File: src/rtl/uart_msg_arbiter.sv
// rtl/uart_msg_arbiter.sv - round-robin arbiter framing mode/direction messages onto one UART TX byte stream
module uart_msg_arbiter #(
  parameter logic [7:0] HDR_MODE = 8'hA1,
  parameter logic [7:0] HDR_DIR  = 8'hA2
) (
  input  logic       clk,
  input  logic       rst,
  input  logic       mode_req,
  input  logic [7:0] mode_data,
  output logic       mode_ack,
  input  logic       dir_req,
  input  logic [7:0] dir_data,
  output logic       dir_ack,
  output logic [7:0] tx_data,
  output logic       tx_valid,
  input  logic       tx_ready,
  output logic       busy,
  output logic [7:0] frames_sent
);

  typedef enum logic [1:0] {IDLE, HDR, PAY, CHK} state_t;
  typedef enum logic {GNT_MODE, GNT_DIR} grant_t;

  state_t     state, state_n;
  grant_t     last_grant, last_grant_n;
  grant_t     cur_grant, cur_grant_n;
  logic [7:0] pay_q, pay_n;
  logic [7:0] chk_q, chk_n;
  logic [7:0] tx_data_n, frames_n;
  logic       tx_valid_n, mode_ack_n, dir_ack_n, busy_n;
  logic       xfer, pick_mode, pick_dir;
  logic [7:0] hdr_sel, data_sel;

  assign xfer      = tx_valid && tx_ready;
  // MODE wins unless DIR is also pending and MODE was served last
  assign pick_mode = mode_req && (!dir_req || (last_grant == GNT_DIR));
  assign pick_dir  = dir_req && !pick_mode;
  assign hdr_sel   = pick_mode ? HDR_MODE : HDR_DIR;
  assign data_sel  = pick_mode ? mode_data : dir_data;

  always_ff @(posedge clk or posedge rst) begin
    if (rst) begin
      state       <= IDLE;
      last_grant  <= GNT_DIR;
      cur_grant   <= GNT_DIR;
      pay_q       <= 8'h00;
      chk_q       <= 8'h00;
      tx_data     <= 8'h00;
      tx_valid    <= 1'b0;
      mode_ack    <= 1'b0;
      dir_ack     <= 1'b0;
      busy        <= 1'b0;
      frames_sent <= 8'h00;
    end else begin
      state       <= state_n;
      last_grant  <= last_grant_n;
      cur_grant   <= cur_grant_n;
      pay_q       <= pay_n;
      chk_q       <= chk_n;
      tx_data     <= tx_data_n;
      tx_valid    <= tx_valid_n;
      mode_ack    <= mode_ack_n;
      dir_ack     <= dir_ack_n;
      busy        <= busy_n;
      frames_sent <= frames_n;
    end
  end

  always_comb begin
    state_n      = state;
    last_grant_n = last_grant;
    cur_grant_n  = cur_grant;
    pay_n        = pay_q;
    chk_n        = chk_q;
    tx_data_n    = tx_data;
    tx_valid_n   = tx_valid;
    frames_n     = frames_sent;
    mode_ack_n   = 1'b0;
    dir_ack_n    = 1'b0;

    case (state)
      IDLE: begin
        tx_valid_n = 1'b0;
        if (pick_mode || pick_dir) begin
          cur_grant_n = pick_mode ? GNT_MODE : GNT_DIR;
          pay_n       = data_sel;
          chk_n       = hdr_sel ^ data_sel;
          tx_data_n   = hdr_sel;
          tx_valid_n  = 1'b1;
          mode_ack_n  = pick_mode;
          dir_ack_n   = pick_dir;
          state_n     = HDR;
        end
      end
      HDR: begin
        if (xfer) begin
          tx_data_n = pay_q;
          state_n   = PAY;
        end
      end
      PAY: begin
        if (xfer) begin
          tx_data_n = chk_q;
          state_n   = CHK;
        end
      end
      CHK: begin
        if (xfer) begin
          tx_valid_n   = 1'b0;
          frames_n     = frames_sent + 8'd1;
          last_grant_n = cur_grant;
          state_n      = IDLE;
        end
      end
      default: begin
        tx_valid_n = 1'b0;
        state_n    = IDLE;
      end
    endcase

    // busy tracks the registered state so it is high exactly while a frame is in flight
    busy_n = (state_n != IDLE);
  end

endmodule

File: config.mk
export PLATFORM = sky130hd
export DESIGN_NAME = uart_msg_arbiter
export DESIGN_NICKNAME = d
export VERILOG_FILES = /design/src/rtl/uart_msg_arbiter.sv
export SDC_FILE = /design/constraint.sdc
export NUM_CORES = 1
export LEC_CHECK = 0
export CAP_MARGIN = 20
export CORE_ASPECT_RATIO = 0.8
export CORE_MARGIN = 5
export CORE_UTILIZATION = 30
export CTS_CLUSTER_DIAMETER = 150
export DETAILED_ROUTE_END_ITERATION = 10
export DONT_BUFFER_PORTS = 1
export PLACE_DENSITY_LB_ADDON = 0.15
export REMOVE_ABC_BUFFERS = 1
export SLEW_MARGIN = 20
export SYNTH_ARGS = -nofsm -noshare
export SYNTH_HDL_FRONTEND = slang
export SYNTH_SLANG_ARGS = --single-unit
export TNS_END_PERCENT = 10
File: constraint.sdc
create_clock -name clk -period 2.2 [get_ports clk]
set_input_delay 0.11 -clock clk [delete_from_list [all_inputs] [get_ports clk]]
set_output_delay 0.11 -clock clk [all_outputs]
set_load 0.05 [all_outputs]
==> results of run 1 <==
[path summary, 6_finish.rpt]
check                           cells after the start             end  slack (ps)         from
min in group asynchronous                           2  frames_sent[4]         240          rst
worst min register to register                      2        chk_q[5]         520     chk_q[5]
worst max-delay path                                6        pay_q[4]         190     state[1]
worst min-delay path                                2        pay_q[6]           7  dir_data[6]
worst max register to register                      6        pay_q[4]         190     state[1]
max in group asynchronous                           3      last_grant        1350          rst
[what timing repair did]
item / 4_1_cts / 5_1_grt
hold buffers: 12 / 1
resized for setup: 0 / 2
hold endpoints to repair: 17 / 1
setup endpoints to repair: 0 / 2
[flip-flops by register name (all words and copies together), names as in the netlist]
signal,flops
mode_ack,1
tx_valid,1
cur_grant,1
tx_data,8
state,2
last_grant,1
chk_q,4
pay_q,8
frames_sent,8
dir_ack,1
busy,1
[cell usage in the layout (no fill, tap or decap), drive strengths merged, types with 2 or more instances in the layout]
cell type    instances
a211oi               2
a21boi               2
a21oi                2
a22oi                3
a31o                 2
a31oi               14
and3                 6
buf                  6
clkbuf               6
clkinv               2
dfrtp               34
dfstp                2
dlygate4sd3         13
ha                   7
inv                 11
mux2                 2
mux2i                5
nand2               14
nand2b               3
nand3                7
nand4                4
nor2                 9
o21a                 3
o21ai                8
o31a                 2
o31ai                3
or3                  3
xnor2                4
xor2                 3
[critical path, cell delays in order, from the launching register on]
cell	delay (ps)
sky130_fd_sc_hd__dfrtp_1	450
sky130_fd_sc_hd__inv_1	130
sky130_fd_sc_hd__ha_1	310
sky130_fd_sc_hd__o21a_4	270
sky130_fd_sc_hd__nor2_1	60
sky130_fd_sc_hd__a31oi_1	150
sky130_fd_sc_hd__dlygate4sd3_1	570
[report_power, final]
| group | internal (mW) | switching, mW |
|---|---|---|
| clock network | 0.250 | 0.241 |
| registers | 0.918 | 0.509 |
| logic | 0.471 | 0.578 |
| total | 1.64 | 1.33 |
[routing by layer]
| metal | global-route usage | share of wire | vias up |
|---|---|---|---|
| li1 | - | - | 671 |
| met1 | 0.162 | 0.48 | 679 |
| met2 | 0.181 | 0.45 | 45 |
| met3 | 0.0369 | 0.054 | 6 |
| met4 | 0.0533 | 0.017 | 0 |
| met5 | 0 | 0 | - |
[area by class of cell]
type	instances	area share
clock buffer	6	0.0387
clock inverter	2	0.00469
inverter	11	0.0194
multi-input combinational	120	0.384
sequential	36	0.423
tap	81	0.0475
timing repair buffer	19	0.0821
[logic make-up after synthesis]
kind of cell	after synthesis
simple gates	53
fa+ha+maj	7
mux	7
compound gates	46
buf+inv	20
flops	36
xor+xnor	7
==> flow_summary_export.csv, run 1 <==
group,metric,value,unit
cells_and_area,register_area,903,um^2
synth,synthSimpleGateAreaFrac,0.154,
drt,remaining_drc_errors,0,
synth,synth-xor-area-share,0.0341,
die,placeableCoreArea,5880,um^2
timing,hold_violations,0,
power_and_ir_drop,maximum_vdd_drop,0.333,mV
clocking,cts_tree,"yes",
critical_path,worstSetupStartpointType,"register",
die,width_of_the_die,96.6,um
global_routing,overflow_after_grt,0,
timing,totalNegativeSetupSlack,0,ps
timing,setup_viols_final,0,
timing,postLayoutSetupSlackWorst,194,ps
global_routing,first_pass_grt_wire_length,7.32,mm
global_routing,grt.total_usage,0.121,
clocking,numCtsBuffers,5,
synth,synth-adder-area-share,0.0486,
clocking,clock_tree.htree_level_count,2,
placed_design,dp.cells,254,
drt,routed_wirelength,4.54,mm
critical_path,crit_fanout,15,
clocking,ctsRootBufferMaster,"sky130_fd_sc_hd__clkbuf_8",
drt,drt_iter0_markers,57,
cells_and_area,layoutNonFillerInstCount,275,
power_and_ir_drop,total_power,2.97,mW
min_path,worstHoldPathType,"in2reg",
synth,synth_top_cells_by_area,"sky130_fd_sc_hd__dfrtp_1, sky130_fd_sc_hd__a31oi_1, sky130_fd_sc_hd__ha_1",
cells_and_area,antenna_cells_inserted,0,
synth,synth_compound_area_frac,0.174,
placed_design,routabilityCongestion,0.822,
cells_and_area,finish.utilization,0.363,
clocking,clkLatencyLatePin,290,ps
synth,synth.top_cell.area_share,0.473,
synth,ys_ff_latch,36,
synth,syn-cell-area,1800,um^2
synth,synth_enable_flop_cells,0,
timing,hold-worst-slack,7.22,ps
synth,syn_inst,176,
cells_and_area,finish.instance_area,2130,um^2
die,initial_utilization,0.306,
global_routing,first_global_vias,1404,
die,std_cell_rows,25,
clocking,clk_pin_slew_worst_paths,80,ps
placed_design,dp_slack,365,ps
power_and_ir_drop,power_density,1390,nW/um^2
drt,count_of_vias_placed_by_the_detailed_router,1401,
synth,netlist-cell-type-count,43,
drt,detail-route-antenna-nets,0,
synth,yosys_warn_count,0,
timing,min_period_over_period,0.912,
critical_path,worst-setup-path-type,"reg2reg",
timing,tightest_pin_transition,644,ps
synth,synth.avg_cell_area,10.2,um^2
cells_and_area,final.fill_count,612,
drt,avgRoutedWirePerCell,16.5,um
drt,routed_via_density,5.09,
synth,largest_family_of_logic_cells_by_synthesized_area,"compound AO/OA/AOI/OAI gates",
placed_design,post_dp_cell_area,1900,um^2
die,floorplan.die.height,79.3,um
clocking,cts.sink_count,36,
timing,fin_crit,2010,ps
timing,slew_viol_final,0,
power_and_ir_drop,leakagePower,0.936,nW
cells_and_area,area_growth,18.5,%
timing,fmax,499,MHz
timing,grt_setup_unrepaired,"false",
synth,synth-seq-area-share,0.502,
synth,synth_most_common_cell,"sky130_fd_sc_hd__dfrtp_1",
drt,first_pass_iters,4,
synth,synth_top_cell_by_area,"sky130_fd_sc_hd__dfrtp_1",
die,design.die.area,7660,um^2
synth,synth_async_sr_flop_share,1.00,
clocking,cts_buffer_depth,2,
timing,fin_skew,9.69,ps
cells_and_area,finish.net_count,221,
placed_design,final_hpwl_dp,3.23,mm
global_routing,antenna_violations_before_repair,0,
timing,max-slew-margin-rel,0.568,
cells_and_area,final_layout_size_suffix_gt1_frac,0.119,
cells_and_area,multiInputGateArea,820,um^2
run,drv.max_cap_violation_count,0,
clocking,post_cts.repair.setup_buffers,0,
critical_path,cp_data_arrival_time,2230,ps
critical_path,critical_path_required,2420,ps
synth,prevailing_post_synth_register_cell,"sky130_fd_sc_hd__dfrtp_1",
placed_design,io_buffers,0,
outcome,result_of_the_run,"completed",
synth,post_synth_mux_area_share,0.0403,
global_routing,grt_max_degree,16,
die,num_io_pins,41,
synth,synth_commonest_cells,"sky130_fd_sc_hd__dfrtp_1, sky130_fd_sc_hd__a31oi_1, sky130_fd_sc_hd__nand2_1",
critical_path,setup.worst_path.end_class,"register",
No activity file was read; power rests on OpenSTA's default activity.
==> inputs of run 2 (changes only) <==
ABC_AREA = 1   (was unset)
CORE_MARGIN = unset   (was 5)
CTS_CLUSTER_DIAMETER = unset   (was 150)
==> flow_summary_export.csv, run 2 <==
group,metric,value,unit
cells_and_area,register_area,903,um^2
timing,hold_violations,0,
global_routing,antenna_violations_before_repair,0,
drt,remaining_drc_errors,0,
critical_path,setup.worst_path.end_class,"register",
min_path,worstHoldPathType,"in2reg",
timing,setup_viols_final,0,
timing,tightest_pin_transition,570,ps
timing,fin_skew,5.07,ps
power_and_ir_drop,p_seq_frac,0.450,
cells_and_area,final_layout_size_suffix_gt1_frac,0.164,
global_routing,grt_max_degree,37,
drt,count_of_vias_placed_by_the_detailed_router,1448,
critical_path,reg2regPathDepth,8,
placed_design,dp_slack,604,ps
die,design.die.area,6710,um^2
die,floorplan.die.height,73.5,um
clocking,clkLatencyLatePin,290,ps
placed_design,final_hpwl_dp,2.98,mm
power_and_ir_drop,net_sw_frac,0.507,
global_routing,first_global_vias,1389,
critical_path,worst-setup-path-type,"reg2reg",
timing,slew_viol_final,0,
power_and_ir_drop,netSwitchingPower,1.69,mW
global_routing,grt.total_usage,0.140,
synth,netlist-cell-type-count,23,
power_and_ir_drop,power_density,1550,nW/um^2
clocking,post_cts.repair.setup_buffers,0,
timing,postLayoutSetupSlackWorst,597,ps
critical_path,regToRegEndpoint,"tx_data[3]",
die,num_io_pins,41,
timing,totalNegativeSetupSlack,0,ps
power_and_ir_drop,fraction_of_power_consumed_by_combinational_cells,0.402,
timing,max-slew-margin-rel,0.620,
cells_and_area,finish.net_count,283,
cells_and_area,layout.cells.most_common_list,"sky130_fd_sc_hd__nand2_1, sky130_fd_sc_hd__dfrtp_1, sky130_fd_sc_hd__inv_1, sky130_fd_sc_hd__nand3_1",
synth,yosys_warn_count,0,
power_and_ir_drop,clock_power_share,0.148,
power_and_ir_drop,leakagePower,1.17,nW
clocking,cts_tree,"yes",
synth,synth_top_cells_by_area,"sky130_fd_sc_hd__dfrtp_1, sky130_fd_sc_hd__nand2_1, sky130_fd_sc_hd__ha_1",
placed_design,io_buffers,0,
critical_path,timing.rr.start,"state[0]",
timing,min_period_over_period,0.729,
clocking,clock_tree.htree_level_count,2,
clocking,holdBufCountCts,2,
synth,synth.avg_cell_area,7.92,um^2
critical_path,startpoint,"state[0]",
timing,fin_crit,1600,ps
die,width_of_the_die,91.3,um
critical_path,cp_data_arrival_time,1780,ps
timing,fmax,624,MHz
outcome,result_of_the_run,"completed",
synth,syn_inst,242,
synth,syn-cell-area,1920,um^2
drt,drt_iter0_markers,68,
critical_path,ff2ff_setup_slack,600,ps
synth,synth-seq-area-share,0.472,
synth,prevailing_post_synth_register_cell,"sky130_fd_sc_hd__dfrtp_1",
drt,routed_wirelength,4.05,mm
synth,synth.top_cell.area_share,0.444,
global_routing,first_pass_grt_wire_length,7.16,mm
synth,synth_commonest_cells,"sky130_fd_sc_hd__nand2_1, sky130_fd_sc_hd__dfrtp_1, sky130_fd_sc_hd__inv_1",
synth,synth_top_cell_by_area,"sky130_fd_sc_hd__dfrtp_1",
synth,ys_ff_latch,36,
synth,synth_async_sr_flop_share,1.00,
clocking,cts.sink_count,36,
clocking,numCtsBuffers,5,
drt,avgRoutedWirePerCell,12.0,um
die,placeableCoreArea,6040,um^2
cells_and_area,biggestRegsByFlops,"frames_sent x8, pay_q x8, tx_data x8",
power_and_ir_drop,p_int,1.64,mW
critical_path,timing.critical_path.to,"tx_data[3]",
drt,routed_via_density,4.30,
clocking,cts_buffer_depth,2,
critical_path,worstSetupStartpointType,"register",
placed_design,post_dp_cell_area,2040,um^2
power_and_ir_drop,maximum_vdd_drop,0.457,mV
die,initial_utilization,0.317,
global_routing,overflow_after_grt,0,
clocking,clk_pin_slew_worst_paths,80,ps
die,std_cell_rows,25,
run,drv.max_cap_violation_count,0,
drt,detail-route-antenna-nets,0,
synth,synth_most_common_cell,"sky130_fd_sc_hd__nand2_1",
clocking,ctsResizeCount,0,
critical_path,crit_fanout,15,
clocking,ctsRootBufferMaster,"sky130_fd_sc_hd__clkbuf_8",
cells_and_area,finish.instance_area,2160,um^2
placed_design,routabilityCongestion,0.702,
cells_and_area,final.fill_count,656,
cells_and_area,layout.cells.most_common,"sky130_fd_sc_hd__nand2_1",
cells_and_area,area_growth,12.5,%
synth,synth_enable_flop_cells,0,
critical_path,critical_path_required,2370,ps
cells_and_area,multiInputGateArea,881,um^2
cells_and_area,antenna_cells_inserted,0,
timing,grt_setup_unrepaired,"false",
drt,first_pass_iters,4,
-- run 2: changes by cell type after synthesis, sizes merged, moves of 6 or more --
| cell | delta |
|---|---|
| nand3 | +8 |
| and3 | -6 |
| inv | +15 |
| a31oi | -14 |
| nand2 | +106 |
| o21ai | +7 |
-- run 2: area by class of cell --
type / instances / area share
Sequential cell: 36 / 0.419
Multi-Input combinational cell: 176 / 0.409
Tap cell: 81 / 0.0470
Inverter: 26 / 0.0453
Clock buffer: 6 / 0.0383
Timing Repair Buffer: 10 / 0.0371
Clock inverter: 2 / 0.00464
-- run 2: per-layer routing --
| layer | share of wire | wire length (um) | track usage |
|---|---|---|---|
| met2 | 0.36 | 1460 | 0.171 |
| met1 | 0.57 | 2300 | 0.221 |
| met3 | 0.055 | 224 | 0.0435 |
| met5 | 0 | 0 | 0 |
| met4 | 0.014 | 57 | 0.0476 |
-- run 2: cells by family after synthesis --
group / synth area share
AOI/OAI and AO/OA: 0.0692
xor gates and xnor gates: 0.0183
adders and majority gates: 0.0457
buffers and inverters: 0.0686
DFF: 0.472
and+or+nand+nor: 0.327
-- run 2: power groups by stage --
stage	clock network, mW	logic [mW]	registers, mW
after global routing	0.539	1.55	1.55
final	0.493	1.34	1.50
after floorplan	0	0.983	1.56
after global placement	0	1.36	1.52
after detailed placement	0	1.35	1.52
after CTS	0.505	1.36	1.51
-- run 2: per-stage QoR --
stage | power (mW) | std cells | hold slack (ps) | util
2_1_floorplan | 2.54 | 238 | 234 | -
3_3_place_gp | 2.87 | 327 | 148 | 0.338
3_5_place_dp | 2.87 | 327 | 148 | 0.338
4_1_cts | 3.37 | 337 | 12.8 | 0.357
5_1_grt | 3.64 | 337 | 24.7 | 0.357
6_report | 3.33 | 337 | 24.6 | 0.357
-- run 2: worst max-delay path, stage by stage (launching register included) --
cell and delay (ps):
sky130_fd_sc_hd__dfrtp_1 400, sky130_fd_sc_hd__inv_1 120, sky130_fd_sc_hd__ha_1 290, sky130_fd_sc_hd__inv_2 120, sky130_fd_sc_hd__nand2_4 80, sky130_fd_sc_hd__a21oi_4 160
sky130_fd_sc_hd__nand2_4 150, sky130_fd_sc_hd__nand2_1 110, sky130_fd_sc_hd__o21ai_2 60
-- run 2: how the worst min path moves through the flow --
stage                 start             end  depth (start not counted)
2_1_floorplan       dir_req         dir_ack                          2
3_3_place_gp            rst  frames_sent[7]                          2
3_5_place_dp            rst  frames_sent[3]                          2
4_1_cts        mode_data[4]        pay_q[4]                          4
5_1_grt        mode_data[6]        pay_q[6]                          4
6_report       mode_data[3]        pay_q[3]                          4
==> inputs of run 3 (changes only) <==
ABC_AREA = 0   (was 1)
clock period = 1.7 ns   (was 2.2 ns; I/O delays follow)
==> flow_summary_export.csv, run 3 (synthesized netlist as in run 1, its figures left out) <==
group,metric,value,unit
outcome,result_of_the_run,"completed",
clocking,clk_pin_slew_worst_paths,70,ps
cells_and_area,finish.utilization,0.397,
critical_path,ff2ff_setup_slack,60,ps
timing,fin_skew,3.10,ps
clocking,cts_buffer_depth,2,
drt,remaining_drc_errors,0,
drt,drt_iter0_markers,73,
clocking,cts_tree,"yes",
cells_and_area,finish.net_count,233,
drt,routed_wirelength,4.31,mm
critical_path,reg2regPathDepth,5,
die,design.die.area,6320,um^2
die,std_cell_rows,24,
global_routing,first_pass_grt_wire_length,7.40,mm
cells_and_area,final_layout_size_suffix_gt1_frac,0.184,
critical_path,timing.critical_path.to,"tx_data[1]",
timing,fin_crit,1640,ps
timing,min_period_over_period,0.967,
cells_and_area,layoutNonFillerInstCount,284,
power_and_ir_drop,maximum_vdd_drop,0.560,mV
timing,grt_setup_unrepaired,"true",
timing,tightest_pin_transition,491,ps
cells_and_area,multiInputGateArea,827,um^2
cells_and_area,biggestRegsByFlops,"frames_sent x8, pay_q x8, tx_data x8",
critical_path,worstSetupStartpointType,"register",
timing,setup_viols_final,0,
drt,first_pass_iters,4,
timing,max-slew-margin-rel,0.673,
critical_path,critical_path_required,1870,ps
placed_design,io_buffers,0,
placed_design,routabilityCongestion,0.750,
critical_path,crit_fanout,8,
drt,detail-route-antenna-nets,0,
power_and_ir_drop,leakagePower,0.985,nW
cells_and_area,area_growth,23.7,%
clocking,clkLatencyLatePin,280,ps
placed_design,dp.cells,263,
critical_path,max_stage_delay,450,ps
timing,totalNegativeSetupSlack,0,ps
placed_design,final_hpwl_dp,3.06,mm
run,drv.max_cap_violation_count,0,
critical_path,regToRegEndpoint,"tx_data[1]",
power_and_ir_drop,total_power,3.94,mW
drt,avgRoutedWirePerCell,15.2,um
global_routing,antenna_violations_before_repair,0,
critical_path,cp_data_arrival_time,1820,ps
min_path,worstHoldPathType,"in2reg",
critical_path,startpoint,"state[0]",
clocking,numCtsBuffers,5,
global_routing,grt.total_usage,0.154,
timing,slew_viol_final,0,
die,width_of_the_die,88.6,um
placed_design,dp_slack,1.90,ps
timing,fmax,608,MHz
clocking,clock_tree.htree_level_count,2,
critical_path,timing.critical_path.slowest_stage_cell,"sky130_fd_sc_hd__dfrtp_2",
cells_and_area,antenna_cells_inserted,0,
timing,postLayoutSetupSlackWorst,55.3,ps
cells_and_area,layout.cells.most_common_list,"sky130_fd_sc_hd__dfrtp_1, sky130_fd_sc_hd__buf_4, sky130_fd_sc_hd__a31oi_1, sky130_fd_sc_hd__nand2_1, sky130_fd_sc_hd__dlygate4sd3_1",
critical_path,worst-setup-path-type,"reg2reg",
cells_and_area,register_area,906,um^2
critical_path,worstPathCellList,"inv_2 -> ha_4 -> or3b_4 -> and3_4 -> a31o_1",
global_routing,overflow_after_grt,0,
global_routing,grt_max_degree,37,
drt,count_of_vias_placed_by_the_detailed_router,1422,
die,placeableCoreArea,5620,um^2
clocking,cts.sink_count,36,
power_and_ir_drop,power_density,1770,nW/um^2
global_routing,first_global_vias,1492,
critical_path,setup.worst_path.end_class,"register",
min_path,hp-start,"tx_ready",
cells_and_area,layout.cells.most_common,"sky130_fd_sc_hd__dfrtp_1",
timing,hold_violations,0,
clocking,ctsRootBufferMaster,"sky130_fd_sc_hd__clkbuf_8",
die,num_io_pins,41,
die,floorplan.die.height,71.3,um
critical_path,timing.rr.start,"state[0]",
cells_and_area,final.fill_count,556,
die,initial_utilization,0.321,
drt,routed_via_density,5.01,
## run 3: power by group
part	switching, mW	internal [mW]	total [mW]
Clock	0.297	0.331	0.627
Sequential	0.561	1.19	1.75
Combinational	0.856	0.699	1.56
## run 3: metal layers
metal  track usage  wire length [um]  vias to the layer above
li1              -                 -                      691
met1         0.214              2130                      697
met2         0.226              1930                       27
met3        0.0472               190                        7
met4        0.0573                57                        0
met5             0                 0                        -
## run 3: worst min path at each step
stage | endpoint | slack [ps] | cells after the start
2_1_floorplan | dir_ack | 170 | 1
3_3_place_gp | frames_sent[1] | 110 | 2
3_5_place_dp | mode_ack | 120 | 2
4_1_cts | tx_valid | 3 | 3
5_1_grt | tx_valid | 10 | 3
6_report | tx_valid | 6 | 3
## run 3: stage by stage
| stage | hold WS [ps] | instance area [um^2] |
|---|---|---|
| 2_1_floorplan | 167 | 1760 |
| 3_3_place_gp | 108 | 1990 |
| 3_5_place_dp | 119 | 1990 |
| 4_1_cts | 2.82 | 2210 |
| 5_1_grt | 11.2 | 2230 |
| 6_report | 5.84 | 2230 |
## run 3: what timing repair did
item,4_1_cts,5_1_grt
hold buffers,13,0
gates resized for setup,2,5
setup buffers,0,0
endpoints found under the hold margin,44,0
setup endpoints to repair,1,5
## run 3: critical path, delay by kind of cell (launching register included)
| kind | cells | cell delay, ps |
|---|---|---|
| flops | 1 | 450 |
| compound gates | 1 | 190 |
| fa+ha+maj | 1 | 150 |
| simple gates | 2 | 640 |
| buf+inv | 1 | 120 |
## run 3: cell type report
cell class,count,area share
Tap cell,78,0.0438
Multi-Input combinational cell,120,0.371
Inverter,11,0.0185
Timing Repair Buffer,31,0.119
Clock buffer,8,0.0404
Sequential cell,36,0.407
